### src/rtl/alu_pkg.sv
// alu_pkg: shared definitions for the sequential ALU.
// Holds op encodings, flag bit positions and the controller state enum.
// ALU_MUL_EN selects whether the BUSY state (iterative multiply) exists.
package alu_pkg;

    localparam logic [2:0] OP_ADD = 3'b000;
    localparam logic [2:0] OP_SUB = 3'b001;
    localparam logic [2:0] OP_AND = 3'b010;
    localparam logic [2:0] OP_OR  = 3'b011;
    localparam logic [2:0] OP_XOR = 3'b100;
    localparam logic [2:0] OP_SHL = 3'b101;
    localparam logic [2:0] OP_SHR = 3'b110;
    localparam logic [2:0] OP_MUL = 3'b111;

    localparam int FLAG_ZERO  = 0;
    localparam int FLAG_CARRY = 1;
    localparam int FLAG_OVF   = 2;
    localparam int FLAG_NEG   = 3;
    localparam int FLAG_ERR   = 4;
    localparam int FLAG_COUNT = 5;

`ifdef ALU_MUL_EN
    typedef enum logic [1:0] {
        IDLE = 2'd0,
        BUSY = 2'd1,
        DONE = 2'd2
    } alu_state_t;
`else
    typedef enum logic [1:0] {
        IDLE = 2'd0,
        DONE = 2'd2
    } alu_state_t;
`endif

endpackage

### src/rtl/alu_mul_seq.sv
// alu_mul_seq: iterative shift-add multiplier, one multiplier bit per cycle.
// The final partial sum is presented combinationally alongside done so the
// caller can register the product on the WIDTH-th edge after start.
module alu_mul_seq #(
    parameter int WIDTH = 4
) (
    input  logic                 clk,
    input  logic                 rst_n,
    input  logic                 start,
    input  logic [WIDTH-1:0]     a,
    input  logic [WIDTH-1:0]     b,
    output logic                 done,
    output logic [2*WIDTH-1:0]   product
);

    localparam int CW = $clog2(WIDTH + 1);

    logic [2*WIDTH-1:0] acc;
    logic [2*WIDTH-1:0] mcand;
    logic [WIDTH-1:0]   mplier;
    logic [CW-1:0]      count;
    logic [2*WIDTH-1:0] addend;

    // Next partial sum; on the last step this is the full product
    always_comb begin
        addend  = mplier[0] ? mcand : '0;
        product = acc + addend;
        done    = (count == CW'(1));
    end

    // Load operands on start, then consume one multiplier bit per cycle
    always_ff @(posedge clk or negedge rst_n) begin
        if (!rst_n) begin
            acc    <= '0;
            mcand  <= '0;
            mplier <= '0;
            count  <= '0;
        end else if (start) begin
            acc    <= '0;
            mcand  <= {{WIDTH{1'b0}}, a};
            mplier <= b;
            count  <= CW'(WIDTH);
        end else if (count != '0) begin
            acc    <= product;
            mcand  <= mcand << 1;
            mplier <= mplier >> 1;
            count  <= count - CW'(1);
        end
    end

endmodule

### src/rtl/alu_seq.sv
// alu_seq: registered ALU with valid/ready on both sides and status flags.
// Single-cycle ops register their result on the accept edge; MUL runs through
// alu_mul_seq when ALU_MUL_EN is defined, otherwise it reports err=1.
module alu_seq
    import alu_pkg::*;
#(
    parameter int WIDTH = 4
) (
    input  logic                  clk,
    input  logic                  rst_n,
    input  logic                  in_valid,
    output logic                  in_ready,
    input  logic [WIDTH-1:0]      a,
    input  logic [WIDTH-1:0]      b,
    input  logic [2:0]            op,
    output logic                  out_valid,
    input  logic                  out_ready,
    output logic [WIDTH-1:0]      result,
    output logic [FLAG_COUNT-1:0] flags
);

    localparam int MSB = WIDTH - 1;

    alu_state_t state;

    logic                  accept;
    logic [WIDTH:0]        sum_w;
    logic [WIDTH:0]        diff_w;
    logic [WIDTH:0]        shl_w;
    logic [WIDTH:0]        shr_w;
    logic                  big_shift;
    logic                  alu_carry;
    logic                  alu_ovf;
    logic                  alu_err;
    logic [WIDTH-1:0]      alu_result;
    logic [FLAG_COUNT-1:0] alu_flags;

    // Handshake: accept when idle, or when the held result leaves this edge
    always_comb begin
        in_ready = (state == IDLE) || ((state == DONE) && out_ready);
        accept   = in_valid && in_ready;
    end

    // Single-cycle datapath evaluated straight from the presented operands
    always_comb begin
        sum_w      = {1'b0, a} + {1'b0, b};
        diff_w     = {1'b0, a} - {1'b0, b};
        shl_w      = {1'b0, a} << b;
        shr_w      = {a, 1'b0} >> b;
        big_shift  = (b >= WIDTH'(WIDTH));
        alu_result = '0;
        alu_carry  = 1'b0;
        alu_ovf    = 1'b0;
        alu_err    = 1'b0;
        case (op)
            OP_ADD: begin
                alu_result = sum_w[MSB:0];
                alu_carry  = sum_w[WIDTH];
                alu_ovf    = (a[MSB] == b[MSB]) && (sum_w[MSB] != a[MSB]);
            end
            OP_SUB: begin
                alu_result = diff_w[MSB:0];
                alu_carry  = diff_w[WIDTH];
                alu_ovf    = (a[MSB] != b[MSB]) && (diff_w[MSB] != a[MSB]);
            end
            OP_AND: alu_result = a & b;
            OP_OR:  alu_result = a | b;
            OP_XOR: alu_result = a ^ b;
            OP_SHL: begin
                if (b == '0) begin
                    alu_result = a;
                end else if (!big_shift) begin
                    alu_result = shl_w[MSB:0];
                    alu_carry  = shl_w[WIDTH];
                end
            end
            OP_SHR: begin
                if (b == '0) begin
                    alu_result = a;
                end else if (!big_shift) begin
                    alu_result = shr_w[WIDTH:1];
                    alu_carry  = shr_w[0];
                end
            end
            default: begin
`ifndef ALU_MUL_EN
                alu_err = 1'b1;
`endif
            end
        endcase
        alu_flags             = '0;
        alu_flags[FLAG_ZERO]  = (alu_result == '0);
        alu_flags[FLAG_CARRY] = alu_carry;
        alu_flags[FLAG_OVF]   = alu_ovf;
        alu_flags[FLAG_NEG]   = alu_result[MSB];
        alu_flags[FLAG_ERR]   = alu_err;
    end

`ifdef ALU_MUL_EN
    logic                  mul_start;
    logic                  mul_done;
    logic [2*WIDTH-1:0]    mul_product;
    logic [FLAG_COUNT-1:0] mul_flags;
    logic                  mul_high;

    // Multiplier launch and flag derivation from the final product
    always_comb begin
        mul_start             = accept && (op == OP_MUL);
        mul_high              = (mul_product[2*WIDTH-1:WIDTH] != '0);
        mul_flags             = '0;
        mul_flags[FLAG_ZERO]  = (mul_product[MSB:0] == '0);
        mul_flags[FLAG_CARRY] = mul_high;
        mul_flags[FLAG_OVF]   = mul_high;
        mul_flags[FLAG_NEG]   = mul_product[MSB];
    end

    alu_mul_seq #(.WIDTH(WIDTH)) u_mul (
        .clk     (clk),
        .rst_n   (rst_n),
        .start   (mul_start),
        .a       (a),
        .b       (b),
        .done    (mul_done),
        .product (mul_product)
    );
`endif

    // Controller: state, registered result/flags and out_valid
    always_ff @(posedge clk or negedge rst_n) begin
        if (!rst_n) begin
            state     <= IDLE;
            out_valid <= 1'b0;
            result    <= '0;
            flags     <= '0;
        end else if (accept) begin
`ifdef ALU_MUL_EN
            if (op == OP_MUL) begin
                state     <= BUSY;
                out_valid <= 1'b0;
            end else
`endif
            begin
                state     <= DONE;
                out_valid <= 1'b1;
                result    <= alu_result;
                flags     <= alu_flags;
            end
        end else begin
            case (state)
`ifdef ALU_MUL_EN
                BUSY: begin
                    if (mul_done) begin
                        state     <= DONE;
                        out_valid <= 1'b1;
                        result    <= mul_product[MSB:0];
                        flags     <= mul_flags;
                    end
                end
`endif
                DONE: begin
                    if (out_ready) begin
                        state     <= IDLE;
                        out_valid <= 1'b0;
                    end
                end
                default: state <= IDLE;
            endcase
        end
    end

endmodule

### config.mk
export PLATFORM = sky130hd
export DESIGN_NAME = alu_seq
export DESIGN_NICKNAME = d
export VERILOG_FILES = /design/src/rtl/alu_pkg.sv /design/src/rtl/alu_mul_seq.sv /design/src/rtl/alu_seq.sv
export SDC_FILE = /design/constraint.sdc
export NUM_CORES = 1
export LEC_CHECK = 0
export CAP_MARGIN = 0
export CORE_ASPECT_RATIO = 0.6
export CORE_UTILIZATION = 46
export DETAILED_ROUTE_END_ITERATION = 10
export GPL_ROUTABILITY_DRIVEN = 0
export MAX_ROUTING_LAYER = met4
export PLACE_DENSITY_LB_ADDON = 0.05
export SETUP_SLACK_MARGIN = 0.5
export SYNTH_ARGS = -nofsm -noshare
export SYNTH_HDL_FRONTEND = slang
export SYNTH_SLANG_ARGS = --single-unit
### constraint.sdc
create_clock -name clk -period 1.21 [get_ports clk]
set_input_delay 0.363 -clock clk [delete_from_list [all_inputs] [get_ports clk]]
set_output_delay 0.363 -clock clk [all_outputs]
set_load 0.01 [all_outputs]
=== Word level (Yosys, flattened, before mapping) ===
Index checks and enable logic that the tools add are counted.

* Bits in writable memories: 0
* Input port bits: 15
* Output and inout bits: 11
* Flip-flop bits (word level): 12
* Memories kept: 0
* Bits in latches: 0
* ROM bits: 0
* Logic and storage cells: 55

* Eq/ne operators: 12
* Bitwise operators: 3
* Add/subtract/negate cells: 2
* Order comparisons: 1
* Multiply operators: 0
* Reduce and logical (&&, ||, !) cells: 13
* Div/mod/pow operators: 0
* Shift operators: 2
* Mux-type cells: 18

{| class="wikitable"
|+ Operators by type and width
! operator !! count
|-
| 4-bit one-hot mux with 7 select lines || 1
|-
| 4-bit 2-to-1 mux || 4
|-
| 3-bit == test, second input constant || 3
|-
| 4-bit zero test || 2
|-
| 1-bit 2-to-1 mux || 8
|-
| 7-bit OR reduction || 1
|-
| 3-bit by 2-bit == test with 1-bit output, second input constant || 2
|-
| 2-bit 2-to-1 mux || 3
|-
| 4-bit by 4-bit adder with 5-bit output || 1
|-
| 4-bit by 4-bit << shifter with 5-bit output || 1
|-
| 5-bit by 4-bit >> shifter with 5-bit output || 1
|-
| 4-bit by 4-bit subtractor with 5-bit output || 1
|-
| 4-bit AND || 1
|-
| 4-bit by 3-bit >= comparator with 1-bit output, second input constant || 1
|-
| 1-bit logical AND || 4
|-
| 4-bit OR || 1
|-
| 1-bit one-hot mux with 4 select lines || 1
|-
| 2-bit nonzero test || 2
|-
| 4-bit bitwise XOR || 1
|-
| 3-bit by 1-bit == test with 1-bit output, second input constant || 1
|-
| 3-bit zero test || 1
|-
| 1-bit inequality test || 3
|-
| 3-bit inequality test, second input constant || 1
|-
| 2-bit == test, second input constant || 1
|-
| 5 further kinds || 5
|}

=== Depth between registers and ports, before layout ===
Gate-level depths: netlist of run 1.

* Word-level depth: 6
* Mapped depth: 9
* Mapped depth without buffers: 9

=== Worst setup path before layout of run 1 ===
Ideal clock, no wire load.

* Path type: in2reg
* From: in b[1]
* To: reg flags[0]
* Library setup time: 0.122 ns
* Path buffers: 1
* Data required time: 1.088 ns
* Cell stages on the path: 7
* Slack: -0.884 ns
* Arrival time: 1.973 ns
* Cells stage by stage: buf_4 > inv_1 > fa_1 > mux4_2 > o221ai_2 > nor2_1 > a32o_1

* Cells in the longest elaborated chain, start to end: 5
* Elaborated cells on any way between the ends: 15
* Those cells by class: 2 x add/sub; 1 x order compare; 2 x shift; 5 x mux; 3 x bitwise; 2 x reduce/logical

{| class="wikitable"
|+ RTL lines
! what !! RTL line !! RTL
|-
| start, declared || alu_seq.sv:14 || <nowiki>input logic [WIDTH-1:0] b,</nowiki>
|-
| 4-bit by 3-bit >= comparator with 1-bit output (tied with other cells) || alu_seq.sv:50 || <nowiki>big_shift = (b >= WIDTH'(WIDTH));</nowiki>
|-
| 4-bit 2-to-1 mux (on tied branches) || alu_seq.sv:80, alu_seq.sv:72 ||
|-
| 4-bit 2-to-1 mux (on tied branches) || alu_seq.sv:78, alu_seq.sv:70 ||
|-
| 4-bit one-hot mux with 7 select lines (*) || alu_seq.sv:55 || <nowiki>case (op)</nowiki>
|-
| 4-bit zero test (*) || alu_seq.sv:92 || <nowiki>alu_flags[FLAG_ZERO] = (alu_result == '0);</nowiki>
|-
| end signal, assigned || alu_seq.sv:146 || <nowiki>flags <= alu_flags;</nowiki>
|-
| end, declared || alu_seq.sv:19 || <nowiki>output logic [FLAG_COUNT-1:0] flags</nowiki>
|}

Mark *: on every way between the ends. The rest lies on a longest branch, timed or not.
A chain may end at the register's enable or synchronous reset.

=== Final worst setup path of run 1 ===
* From: in a[0]
* To: reg flags[0]

* Cells in the longest elaborated chain, start to end: 5
* Elaborated cells on any way between the ends: 13
* Those cells by class: 2 x add/sub; 2 x shift; 5 x mux; 3 x bitwise; 1 x reduce/logical

{| class="wikitable"
|+ RTL lines
! what !! RTL line !! RTL
|-
| start, declared || alu_seq.sv:13 || <nowiki>input logic [WIDTH-1:0] a,</nowiki>
|-
| 5-bit by 4-bit >> shifter with 5-bit output / 4-bit by 4-bit << shifter with 5-bit output (equally long branches) || alu_seq.sv:49, alu_seq.sv:48 ||
|-
| 4-bit 2-to-1 mux (on tied branches) || alu_seq.sv:80, alu_seq.sv:72 ||
|-
| 4-bit 2-to-1 mux (on tied branches) || alu_seq.sv:78, alu_seq.sv:70 ||
|-
| 4-bit one-hot mux with 7 select lines (*) || alu_seq.sv:55 ||
|-
| 4-bit zero test (*) || alu_seq.sv:92 ||
|}

Marks and branches as above.

==> results of run 1 <==
==> metrics by stage <==
stage / setup WS [ns] / TNS, ns / total power, mW / instances / utilization [%]
6_report: -0.8673 / -4.696 / 1.789 / 268 / 87.00
5_1_grt: -0.9399 / -5.149 / 1.865 / 268 / 87.00
4_1_cts: -0.8874 / -4.187 / 1.651 / 260 / 81.89
3_5_place_dp: -1.557 / -10.62 / 1.150 / 243 / 72.87
3_3_place_gp: -1.480 / -10.30 / 1.127 / 243 / 72.87
2_1_floorplan: -0.7975 / -3.537 / 0.7851 / 154 / -
==> cells in the final DEF (no fill, tap or decap), types with 3 or more instances in the layout <==
cell           Yosys  final
nand2b_1           5      3
clkbuf_8           0      4
nand3_1            3      3
a31oi_1            3      3
nor3_1             7      4
dfrtp_1           10     10
nor2_2             1      3
nor2b_1            4      4
a21oi_1           11      9
o21ai_1            0      3
buf_4              3     46
buf_2              3      9
ha_1              13      8
o22ai_1            3      3
ha_4               0      5
nor2_1            13     11
nand2_1           15     12
o21ai_0            7      3
dlygate4sd2_1      0      6
inv_2              0      6
buf_6              2     21
==> layout make-up <==
| cell class | count | area (µm²) | area share, % |
|---|---|---|---|
| inverter | 11 | 63.81 | 2.908 |
| timing repair buffer | 88 | 752.0 | 34.26 |
| sequential | 10 | 250.2 | 11.40 |
| clock buffer | 4 | 55.05 | 2.509 |
| tap | 32 | 40.04 | 1.824 |
| multi-input combinational | 123 | 1033 | 47.09 |
==> routing by layer <==
layer / share of wire (%) / wire [µm] / up-vias / track usage [%]
li1: - / - / 712 / -
met1: 41 / 2082 / 754 / 47.06
met2: 46 / 2321 / 101 / 55.92
met3: 8.4 / 422 / 26 / 5.978
met4: 3.8 / 191 / 0 / 13.06
met5: 0 / 0 / - / -
==> registers in the layout, summed over array words and instances (netlist names) <==
signal and cells:
result 3, out_valid 1, flags 5, state 1
==> power breakdown <==
part	internal [mW]	switching (mW)
combinational	0.492	0.444
clock	0.287	0.148
sequential	0.383	0.0344
==> path summary, 6_finish.rpt <==
path	from	endpoint	slack [ns]	cells past startpoint
worst min register to register	flags[4]	flags[4]	0.48	2
min in group clk	flags[4]	flags[4]	0.48	2
max in group asynchronous	rst_n	flags[2]	0.65	2
worst max-delay path	a[0]	flags[0]	-0.87	9
worst max register to register	state[1]	flags[0]	-0.18	5
worst min-delay path	rst_n	result[0]	0.41	2
==> logic make-up (layout without fill, tap and decap cells) <==
group / count (synthesis) / in the layout / synth area share [%]
AOI/OAI and AO/OA: 42 / 42 / 23.64
xor gates and xnor gates: 3 / 3 / 2.122
and+or+nand+nor: 57 / 57 / 22.83
adders and majority gates: 15 / 15 / 16.36
muxes: 6 / 6 / 6.060
DFF: 10 / 10 / 20.20
buffers and inverters: 21 / 103 / 8.788
==> timing repair <==
item                                    CTS  global route
pin swaps                                18            13
endpoints found under the setup margin   21            21
setup buffers                            13             8
gates resized for setup                 112            17
==> metrics.md, run 1 <==
| Metric | Value |
|---|---|
| Kind of critical path | primary input to flip-flop |
| Core Region | 2522 µm² |
| TritonCTS Buffers | 3 |
| Yosys warnings | 0 |
| Main area contributors after synthesis | dfrtp_1 (20%), ha_1 (13%), nand2_1 (4.5%) |
| Starting Density | 49.11% |
| Worst-path maximum fanout | 3 |
| CTS tree | built |
| Layout overhead on the synthesized area | 77.17% |
| Clock Sinks | 10 |
| Clock latency on the worst-skew pair | 0.24 ns |
| Hold Violations, Final | 0 |
| First DRT Iteration DRCs | 152 |
| Post-Route WL | 5018 µm |
| Post-synth top area cell | dfrtp_1 |
| Port bufs | 25 |
| Net Count, Synth | 184 |
| Area post-placement | 1838 µm² |
| CP bufs+invs | 3 |
| Crit path arrival time | 2.21 ns |
| H-tree depth | 1 |
| Endpoints failing setup | 9 |
| WHS | 0.4112 ns |
| Max stage delay on crit path | 0.48 ns |
| Top-area cell type share of the netlist area | 20.20% |
| Reg clk slew, reported paths | 0.05 ns |
| Floorplan row count | 14 |
| Clock root cell | clkbuf_8 |
| Die area | 2911 µm² |
| First-pass GRT wire length | 7334 µm |
| Die H | 42.20 µm |
| DR WL/cell | 18.72 µm |
| Status | finished, violations left |
| Io pins | 26 |
| Post-synth top flop | dfrtp_1 |
| EDFF count, synth | 0 |
| RSZ-0062 raised after global routing | yes |
| Req. time, crit path | 1.34 ns |
| Post-route ant nets | 0 |
| Most frequent cell after synthesis | nand2_1 |
| CP endpoint kind | flip-flop |
| Hold Buf Count CTS | 0 |
| Share of cells above drive strength 1 | 52.12% |
| Worst Tran Pin Value | 0.4744 ns |
| Yosys reg bits | 10 |
| Mapped cell area | 1239 µm² |
| Vias in the first global route | 1559 |
| DRC | 0 |
| Die width | 68.99 µm |
| Post-synthesis sequential area ratio | 20.20% |
| Violated checks | negative setup slack |
| Final WS setup | -0.8673 ns |
| Slowest CP cell | mux4_2 |
| DRT Pass-1 Iters | 5 |
| Post-layout nets | 267 |
| Detailed-route via count | 1593 |
| Nature of the critical path startpoint | primary input |
| Clock Tree Buf Depth | 2 |
| Largest net degree at the start of global routing | 14 |
| Worst slew margin | 68.13% |
| Max-Cap Viols | 0 |
| Pins Over Slew Limit | 0 |
| Yosys cell types | 44 |
| Peak supply drop | 0.0007041 V |
| Global route total overflow | 0 |
| Post-synth top cells | nand2_1 (15), ha_1 (13), nor2_1 (13), a21oi_1 (11), inv_1 (11) |
| Asr flop ratio synth | 100.0% |
| Antenna cells | 0 |
| Tot GR Track Use | 36.10% |
| Fillcell total | 129 |
| Period utilisation layout | 171.7% |
| Tightest Hold Check Type | primary input to asynchronous set/reset pin |
| Mapped Cells | 154 |
| Fmax | 481.4 MHz |
| Number of vias per cell | 5.944 |
| Syn Area/Cell | 8.043 µm² |
| Min Tclk post-route | 2.077 ns |
| Pleak | 1.022 nW |
| Skew final | 0.0003602 ns |
| Largest delay contributor family on the critical path | adder cells |
| CP cell instances | buf_6 -> buf_8 -> ha_4 -> inv_2 -> fa_1 -> mux4_2 -> o221ai_2 -> nor2_1 -> a32o_1 |
| Final instance area | 2195 µm² |
| Dpl hpwl | 3069 µm |
| Cell Pwr Density | 815.0 nW/µm² |
| Initial antenna violation count | 0 |
No activity file was read; power rests on OpenSTA's default activity.
==> run 2, diff against run 1 <==
- CAP_MARGIN: 0 -> 15
- CORE_UTILIZATION: 46 -> 51
- DONT_BUFFER_PORTS: not set -> 1
==> run 2 against run 1 <==
  * Cell count down 21%
  * The run still ends with negative setup slack left
  * Clock power down 19%
  * Largest power group unchanged
  * Sequential power up 6.9%
  * Register-to-register slack worse by 0.02 ns
  * Worst setup slack better by 0.24 ns
  * Count of clock-buffer cells in the layout down 1
  * Sequential share of layout area up 3.5 points
  * Core utilization down 11 points
  * First-iteration DRC count up 18%
  * Maximum frequency up 13%
==> metrics.md, run 2 (same netlist as run 1, synthesis figures left out) <==
| Metric | Value |
|---|---|
| Total power | 1.371 mW (-23%) |
| First DRT Iteration DRCs | 179 (+18%) |
| Core Region | 2228 µm² (-12%) |
| Crit path from | b[0] |
| Reg2Reg Launch Point | state[1] |
| Req. time, crit path | 1.34 ns (about the same) |
| Fmax | 545.2 MHz (+13%) |
| Largest register FFs | 5 (unchanged) |
| Initial antenna violation count | 0 (unchanged) |
| P_int | 0.9145 mW (-21%) |
| Share of power burned in registers | 32.6% (+9.3 points) |
| Hold Violations, Final | 0 (unchanged) |
| Post-layout nets | 213 (-20%) |
| Clock power frac | 25.8% (+1.5 points) |
| Post-Route WL | 4022 µm (-20%) |
| Skew final | 0.004819 ns (+0.004459 ns) |
| Clock root cell | clkbuf_8 |
| Violated checks | negative setup slack |
| Reg clk slew, reported paths | 0.05 ns (about the same) |
| Status | finished, violations left |
| Peak supply drop | 0.0004948 V (-30%) |
| DRC | 0 (unchanged) |
| DRT Pass-1 Iters | 4 (-1) |
| Post-layout util | 75.52% (-11 points) |
| Endpoints failing setup | 8 (-1) |
| Tot GR Track Use | 33.66% (-2.4 points) |
| Antenna cells | 0 (unchanged) |
| Most frequent cells in the layout | buf_4 (28), nand2_1 (13), nor2_1 (12) |
| Floorplan row count | 13 (-1) |
| CTS tree | built |
| Max-Cap Viols | 0 (unchanged) |
| Global route total overflow | 0 (unchanged) |
| First-pass GRT wire length | 6030 µm (-18%) |
| Io pins | 26 (unchanged) |
| Most flops, register | flags |
| Pins Over Slew Limit | 0 (unchanged) |
| Largest regs | flags x5, result x3 |
| Nature of the critical path startpoint | primary input |
| Clock Tree Buf Depth | 2 (unchanged) |
| Share of cells above drive strength 1 | 37.02% (-15 points) |
| Pre-CTS WS | -0.9000 ns (+0.6565 ns) |
| Comb power frac | 41.6% (-11 points) |
| Cell Pwr Density | 814.8 nW/µm² (about the same) |
| Min Tclk post-route | 1.834 ns (-0.2431 ns) |
| Tightest Hold Check Type | primary input to asynchronous set/reset pin |
| Clock latency on the worst-skew pair | 0.24 ns (about the same) |
| Dpl hpwl | 2698 µm (-12%) |
| Crit path arrival time | 1.96 ns (-0.25 ns) |
| Most common cell after layout, fill and taps aside | buf_4 |
| Switching pwr | 0.4566 mW (-27%) |
| RSZ-0062 raised after global routing | yes |
| Post-route ant nets | 0 (unchanged) |
| Largest net degree at the start of global routing | 19 (+5) |
| TritonCTS Buffers | 3 (unchanged) |
| Die H | 40.18 µm (-4.8%) |
| Die area | 2636 µm² (-9.4%) |
| Worst slew margin | 67.96% (-0.17 points) |
| DR WL/cell | 19.06 µm (+1.8%) |
| Pleak | 0.7379 nW (-28%) |
| H-tree depth | 1 (unchanged) |
| CP endpoint kind | flip-flop |
| Fillcell total | 160 (+24%) |
| Layout overhead on the synthesized area | 35.86% |
| Detailed-route via count | 1294 (-19%) |
| Clock Sinks | 10 (unchanged) |
| Starting Density | 55.59% (+6.5 points) |
| Number of vias per cell | 6.133 (+3.2%) |
| Kind of critical path | primary input to flip-flop |
| Worst Tran Pin Value | 0.4807 ns (+0.006221 ns) |
| Vias in the first global route | 1195 (-23%) |
| Switching Fraction | 33.30% (-1.7 points) |
| Port bufs | 0 (-100%) |
| Worst-path maximum fanout | 13 (+10) |
| Die width | 65.63 µm (-4.9%) |
| Period utilisation layout | 151.6% (-20 points) |
| Final WS setup | -0.6242 ns (+0.2431 ns) |
[run 2: cell count changes in the layout (fill, tap and decap cells not counted), moves of 2 or more]
cell             previous run  this run
inv_1                       2         6
buf_2                       9         0
buf_6                      21         4
clkdlybuf4s15_2             2         0
mux2_4                      0         2
inv_6                       2         0
inv_2                       6         2
nor3_1                      4         7
mux2_2                      2         0
dlygate4sd2_1               6         0
o21ai_1                     3         5
nor3_2                      2         0
a21oi_2                     1         3
buf_4                      46        28
[run 2: worst paths after layout]
kind / endpoint / slack (ns) / cells after the start
max: flags[0] / -0.62 / 7
min: state[1] / 0.14 / 1
max reg2reg: flags[0] / -0.20 / 6
min reg2reg: flags[1] / 0.56 / 2
max in group asynchronous: result[0] / 0.74 / 1
min in group clk: state[1] / 0.23 / 1
[run 2: routing by layer]
metal	vias up	wire, µm	GRT usage [%]	share of wire, %
met5	-	0	-	0
met4	0	85	8.152	2.1
met3	14	401	10.51	10
met2	70	1711	51.02	43
met1	610	1824	43.79	45
li1	600	-	-	-
[run 2: power groups by stage]
stage / Combinational [mW] / Sequential, mW / Clock, mW
CTS: 0.521 / 0.447 / 0.362
finish: 0.570 / 0.447 / 0.354
floorplan: 0.347 / 0.438 / 0
detailed placement: 0.454 / 0.451 / 0
global route: 0.614 / 0.454 / 0.370
global placement: 0.442 / 0.449 / 0
[run 2: stage by stage]
step / setup TNS [ns] / hold slack (ns) / area [µm²] / instances
after floorplan: -3.537 / 0.06741 / 1325 / 154
after global placement: -4.572 / 0.06756 / 1480 / 202
after detailed placement: -4.830 / 0.06756 / 1480 / 202
after CTS: -2.841 / 0.2217 / 1630 / 210
after global routing: -3.329 / 0.1828 / 1683 / 211
final: -2.845 / 0.1388 / 1683 / 211
[run 2: layout make-up]
cell class / count / area [µm²] / area share [%]
Tap cell: 30 / 37.54 / 2.230
Multi-Input combinational cell: 123 / 1011 / 60.07
Timing Repair Buffer: 34 / 282.8 / 16.80
Inverter: 11 / 60.06 / 3.569
Sequential cell: 10 / 250.2 / 14.87
Clock buffer: 3 / 41.29 / 2.454
[run 2: worst max-delay path, cell delays in order]
cell      delay [ns]
ha_4            0.14
inv_2           0.05
fa_2            0.43
mux4_2          0.48
o221ai_2        0.21
nor2_1          0.08
a32o_1          0.21
[run 2: timing repair]
item                                   CTS  global route
buffers inserted                         4             1
pin swaps                               17             3
resized for setup                       17             9
hold buffers                             1             0
setup endpoints to repair               21            31
endpoints found under the hold margin   10             0
==> run 3, diff against run 2 <==
- CAP_MARGIN: 15 -> 40
==> results of run 3 <==
The final DEF is identical to that of run 2; final timing and power are the same.
